## config.mk

```make
export PLATFORM = sky130hd
export DESIGN_NAME = gen_controller_flat
export DESIGN_NICKNAME = d
export VERILOG_FILES = /design/src/rtl/gen_if.sv /design/src/rtl/gen_controller.sv /design/src/flat_wrapper.sv
export SDC_FILE = /design/constraint.sdc
export NUM_CORES = 1
export LEC_CHECK = 0
export CAP_MARGIN = 10
export CELL_PAD_IN_SITES_DETAIL_PLACEMENT = 0
export CELL_PAD_IN_SITES_GLOBAL_PLACEMENT = 1
export CORE_UTILIZATION = 40
export DETAILED_ROUTE_END_ITERATION = 8
export DONT_BUFFER_PORTS = 1
export PLACE_DENSITY = 0.67
export SLEW_MARGIN = 20
export SYNTH_ARGS = -nofsm -noshare
export SYNTH_HDL_FRONTEND = slang
export SYNTH_SLANG_ARGS = --single-unit
```

## constraint.sdc

```tcl
create_clock -name clk -period 1.6 [get_ports clk]
set_input_delay 0.48 -clock clk [delete_from_list [all_inputs] [get_ports clk]]
set_output_delay 0.48 -clock clk [all_outputs]
set_load 0.02 [all_outputs]
```

## src/rtl/gen_if.sv

```systemverilog
// gen_if: control inputs and Moore status outputs of the life-array generation sequencer
interface gen_if #(
  parameter int POS_W = 2,
  parameter int GEN_W = 8
);
  logic start;
  logic single_step;
  logic pause;
  logic write_array;
  logic write_mem;
  logic run;
  logic [POS_W-1:0] pos;
  logic busy;
  logic gen_done;
  logic [GEN_W-1:0] generation;
  modport master (
    output start, single_step, pause,
    input  write_array, write_mem, run, pos, busy, gen_done, generation
  );
  modport slave (
    input  start, single_step, pause,
    output write_array, write_mem, run, pos, busy, gen_done, generation
  );
endinterface

```

## src/rtl/gen_controller.sv

```systemverilog
// gen_controller: sweeps cell positions through fetch/write_array/settle/write_mem, then a run window per generation
module gen_controller #(
  parameter int N_POS         = 4,
  parameter int POS_W         = 2,
  parameter int SETTLE_CYCLES = 1,
  parameter int RUN_CYCLES    = 1,
  parameter int GEN_W         = 8,
  parameter int AUTO_START    = 1
) (
  input logic clk,
  input logic reset,
  gen_if.slave bus
);
  localparam logic [2:0] IDLE        = 3'd0;
  localparam logic [2:0] FETCH       = 3'd1;
  localparam logic [2:0] WRITE_ARRAY = 3'd2;
  localparam logic [2:0] SETTLE      = 3'd3;
  localparam logic [2:0] WRITE_MEM   = 3'd4;
  localparam logic [2:0] RUN         = 3'd5;
  localparam logic [2:0] RST_STATE   = (AUTO_START != 0) ? FETCH : IDLE;
  localparam int SW = $clog2(SETTLE_CYCLES + 1);
  localparam int RW = $clog2(RUN_CYCLES + 1);
  logic [2:0] state, state_nx;
  logic [SW-1:0] settle_cnt;
  logic [RW-1:0] run_cnt;
  logic [POS_W-1:0] pos;
  logic [GEN_W-1:0] generation;
  logic settle_last, run_last, pos_last, cont, gen_end;
  assign settle_last = settle_cnt == SW'(SETTLE_CYCLES - 1);
  assign run_last    = run_cnt == RW'(RUN_CYCLES - 1);
  assign pos_last    = pos == POS_W'(N_POS - 1);
  assign cont        = (AUTO_START != 0) || bus.start;
  assign gen_end     = state == RUN && run_last;
  always_comb begin
    state_nx = IDLE;
    case (state)
      IDLE:        state_nx = (bus.start || bus.single_step) ? FETCH : IDLE;
      FETCH:       state_nx = WRITE_ARRAY;
      WRITE_ARRAY: state_nx = SETTLE;
      SETTLE:      state_nx = settle_last ? WRITE_MEM : SETTLE;
      WRITE_MEM:   state_nx = pos_last ? RUN : FETCH;
      RUN:         state_nx = run_last ? (cont ? FETCH : IDLE) : RUN;
      default:     state_nx = IDLE;
    endcase
  end
  always_ff @(posedge clk) begin
    if (reset) begin
      state      <= RST_STATE;
      settle_cnt <= '0;
      run_cnt    <= '0;
      pos        <= '0;
      generation <= '0;
    end else if (!bus.pause) begin
      state      <= state_nx;
      settle_cnt <= (state == SETTLE && !settle_last) ? settle_cnt + 1'b1 : '0;
      run_cnt    <= (state == RUN && !run_last) ? run_cnt + 1'b1 : '0;
      pos        <= (state == WRITE_MEM && !pos_last) ? pos + 1'b1 : gen_end ? '0 : pos;
      generation <= gen_end ? generation + 1'b1 : generation;
    end
  end
  assign bus.write_array = state == WRITE_ARRAY;
  assign bus.write_mem   = state == WRITE_MEM;
  assign bus.run         = state == RUN;
  assign bus.busy        = state != IDLE;
  assign bus.gen_done    = gen_end;
  assign bus.pos         = pos;
  assign bus.generation  = generation;
endmodule
```

## src/flat_wrapper.sv

```systemverilog
// flat-port wrapper written by rule: the top's interface ports become plain ports
module gen_controller_flat 
#(
  parameter int N_POS         = 4,
  parameter int POS_W         = 2,
  parameter int SETTLE_CYCLES = 1,
  parameter int RUN_CYCLES    = 1,
  parameter int GEN_W         = 8,
  parameter int AUTO_START    = 1
)
  (clk, reset, bus_start, bus_single_step, bus_pause, bus_write_array, bus_write_mem, bus_run, bus_pos, bus_busy, bus_gen_done, bus_generation);
  gen_if #(.POS_W(POS_W), .GEN_W(GEN_W)) bus_i ();
  input logic clk;
  input logic reset;
  input wire logic [$bits(bus_i.start)-1:0] bus_start;
  input wire logic [$bits(bus_i.single_step)-1:0] bus_single_step;
  input wire logic [$bits(bus_i.pause)-1:0] bus_pause;
  output wire logic [$bits(bus_i.write_array)-1:0] bus_write_array;
  output wire logic [$bits(bus_i.write_mem)-1:0] bus_write_mem;
  output wire logic [$bits(bus_i.run)-1:0] bus_run;
  output wire logic [$bits(bus_i.pos)-1:0] bus_pos;
  output wire logic [$bits(bus_i.busy)-1:0] bus_busy;
  output wire logic [$bits(bus_i.gen_done)-1:0] bus_gen_done;
  output wire logic [$bits(bus_i.generation)-1:0] bus_generation;
  assign bus_i.start = bus_start;
  assign bus_i.single_step = bus_single_step;
  assign bus_i.pause = bus_pause;
  assign bus_write_array = bus_i.write_array;
  assign bus_write_mem = bus_i.write_mem;
  assign bus_run = bus_i.run;
  assign bus_pos = bus_i.pos;
  assign bus_busy = bus_i.busy;
  assign bus_gen_done = bus_i.gen_done;
  assign bus_generation = bus_i.generation;
  gen_controller #(.N_POS(N_POS), .POS_W(POS_W), .SETTLE_CYCLES(SETTLE_CYCLES), .RUN_CYCLES(RUN_CYCLES), .GEN_W(GEN_W), .AUTO_START(AUTO_START)) u_core (.clk(clk), .reset(reset), .bus(bus_i));
endmodule
```

==> reports/results.ini <==
[logic_synthesis]
ys_ff_latch = 15
yosysMostFrequentCell = dfxtp_1
async_reset_ff_share_pct = 0
synthDistinctLibCells = 31
ys_seq_area_share_pct = 37.15
synth_edf_count = 0
netlist_instances = 92
synthTopCellsByArea = dfxtp_1 (37%), mux2_2 (7.0%), a21oi_1 (6.8%)
synth_commonest_cells = dfxtp_1 (15), a21oi_1 (11), nor2_1 (7)
synth_area_um2 = 808.3
synth-main-ff-cell = dfxtp_1
synth_warnings = 0
avgSynthCellArea_um2 = 8.786
yosys.area.top_type_share_pct = 37.15
synth_nets = 99
synth_top_area_cell = dfxtp_1

[clock_network]
clk_pin_slew_worst_paths_ns = 0.09
hold_buffers = 0
htreeDepth = 1
cts.sinks = 15
cts_buffers = 3
clockBufferDepth = 2
clk-insertion-delay-late_ns = 0.28
cts-root-buf = clkbuf_4
tritoncts = built

[worst_setup_path]
path_max_fanout = 4
worstPathArrival_ns = 1.15
worstSetupEndpoint = bus_busy
reg2reg_from = u_core.run_cnt
r2r_end = u_core.bus.generation[5]
reg2regPathDepth = 3
start_kind = register
critPathLaunch = u_core.state[1]
r2r_slack_ns = 0.15
crit_type = reg2out
cp.required_ns = 1.12
cp-end-kind = primary output

[routing]
drt_iter0_drc = 7
drt-vias-per-instance = 5.530
dr.pass1.iters = 4
drc = 0
detail-route-antenna-nets = 0
drt_wl_total_mm = 1.823
avgRoutedWirePerCell_um = 13.81
vias = 730

[timing]
setup_viol = 2
maxSlewHeadroom_pct = 73.73
max_freq_ghz = 0.6123
slew_violations = 0
layout_setup_ws_ns = -0.03330
fin_crit_ns = 1.633
min_period_over_period_pct = 102.1
skew_ns = 0.003178
hold_viol = 0
tightest_slew_ns = 0.3886
rsz0062_at_grt = true

[global_routing]
antenna_found_initial = 0
grt_pass1_vias = 668
use_met3_pct = 6.923
grt_max_degree = 20
grtUsageMet2_pct = 28.33
grt_pass1_wl_mm = 2.953
use_met1_pct = 26.17
grt_usage_pct = 19.32
busiest_layer = met2
grt.overflow.total = 0

[die]
ioPinCount = 20
dieHeight_um = 46.95
chipWidth_um = 46.95
rows = 15
core-area_mm2 = 0.001802
initial_core_util_pct = 44.86
die_area_mm2 = 0.002204

[finish]
nets = 115
diodes = 0
layout-drive-gt1-share_pct = 34.58
multi_input_area_um2 = 490.5
seqCellArea_um2 = 309.0
instances_no_fill = 132
syn2layout_area_growth_pct = 25.08
fillers = 185

[place]
dp_hpwl_mm = 1.252
dp_slack_ns = 0.06495
gp_congestion = 0.7735
io_buffers = 0
dp_cells = 122

[worst_hold_path]
hold_class = in2reg

[power]
peakVddDrop_mv = 0.5341
power_per_cell_area_mw_per_mm2 = 709.5
leakagePower_nw = 0.4066

[flow_run]
cap_violations = 0

[status]
violations = setup timing
status = finished, violations left

[area by class of cell]
class	count	share of cell area, %
repair buffers	18	14.11
multi-input cells	67	48.51
flip-flops and latches	15	30.57
well taps	25	3.094
inverters	3	1.114
clock buffers	4	2.599
[cells by family (layout without fill, tap and decap cells)]
group           Yosys count  after routing  share of synthesized area [%]
flops                    15             15                          37.15
fa+ha+maj                 2              2                          3.095
compound gates           23             23                          17.80
simple gates             37             37                          29.41
mux                       5              5                          6.965
buf+inv                  10             25                          5.572
[per-stage QoR]
stage	TNS, ns	hold slack [ns]	cell area, um2	utilization (%)	total power, W
3_3_place_gp	0	0.4651	900.9	50.00	0.0004844
4_1_cts	-0.07191	0.2378	979.7	54.37	0.0007229
3_5_place_dp	0	0.4681	900.9	50.00	0.0004843
2_1_floorplan	0	0.4491	813.3	-	0.0004665
5_1_grt	-0.1845	0.2257	1011	56.11	0.0007653
6_report	-0.03797	0.2521	1011	56.11	0.0007173
[routing by layer]
layer	share of wire, %	up-vias
li1	-	371
met1	51	335
met2	43	22
met3	5.7	2
met4	0.55	0
met5	0	-
[worst max-delay path, cell delays in order, from the launching register on]
cell	delay, ns
dfxtp_2	0.35
buf_6	0.12
or3_4	0.41
[how the worst min path moves through the flow]
stage                      start                        to  slack, ns  cells past startpoint
2_1_floorplan  u_core.settle_cnt         u_core.settle_cnt       0.45                      2
3_3_place_gp   u_core.settle_cnt         u_core.settle_cnt       0.47                      2
3_5_place_dp   u_core.settle_cnt         u_core.settle_cnt       0.47                      2
4_1_cts                    reset           u_core.state[2]       0.24                      1
5_1_grt                    reset  u_core.bus.generation[5]       0.23                      1
6_report                   reset           u_core.state[2]       0.25                      1
[what timing repair did]
item	in CTS	in global routing
resized for setup	9	2
pin swaps	2	0
endpoints found under the setup margin	5	5
setup buffers	3	3
endpoints found under the hold margin	0	0
[cell usage in the layout, fill, tap and decap left out, drive strengths merged]
cell type and n:
a211oi 2, a21oi 11, a221o 1, a31o 1
and3 1, and3b 1, and4 1, buf 18
clkbuf 4, dfxtp 15, ha 2, inv 3
mux2 5, nand2 1, nand2b 1, nand3 4
nand3b 3, nand4 3, nor2 7, nor2b 4
nor3 2, nor3b 4, nor4b 1, o21ai 2
o31ai 6, or3 1, or3b 1, or4 2
[registers in the layout (all words and copies together), names as in the netlist]
| name | count |
|---|---|
| u_core.settle_cnt | 1 |
| u_core.state | 3 |
| u_core.bus.pos | 2 |
| u_core.bus.generation | 8 |
| u_core.run_cnt | 1 |
[report_power, final]
part	internal (W)	switching (W)	leakage [nW]	total [W]
combinational	0.0000589	0.0000516	0.269	0.000111
sequential	0.000381	0.0000129	0.123	0.000394
clock	0.0000967	0.000116	0.0150	0.000213
Note: power is estimated with default switching activity, not from simulation.
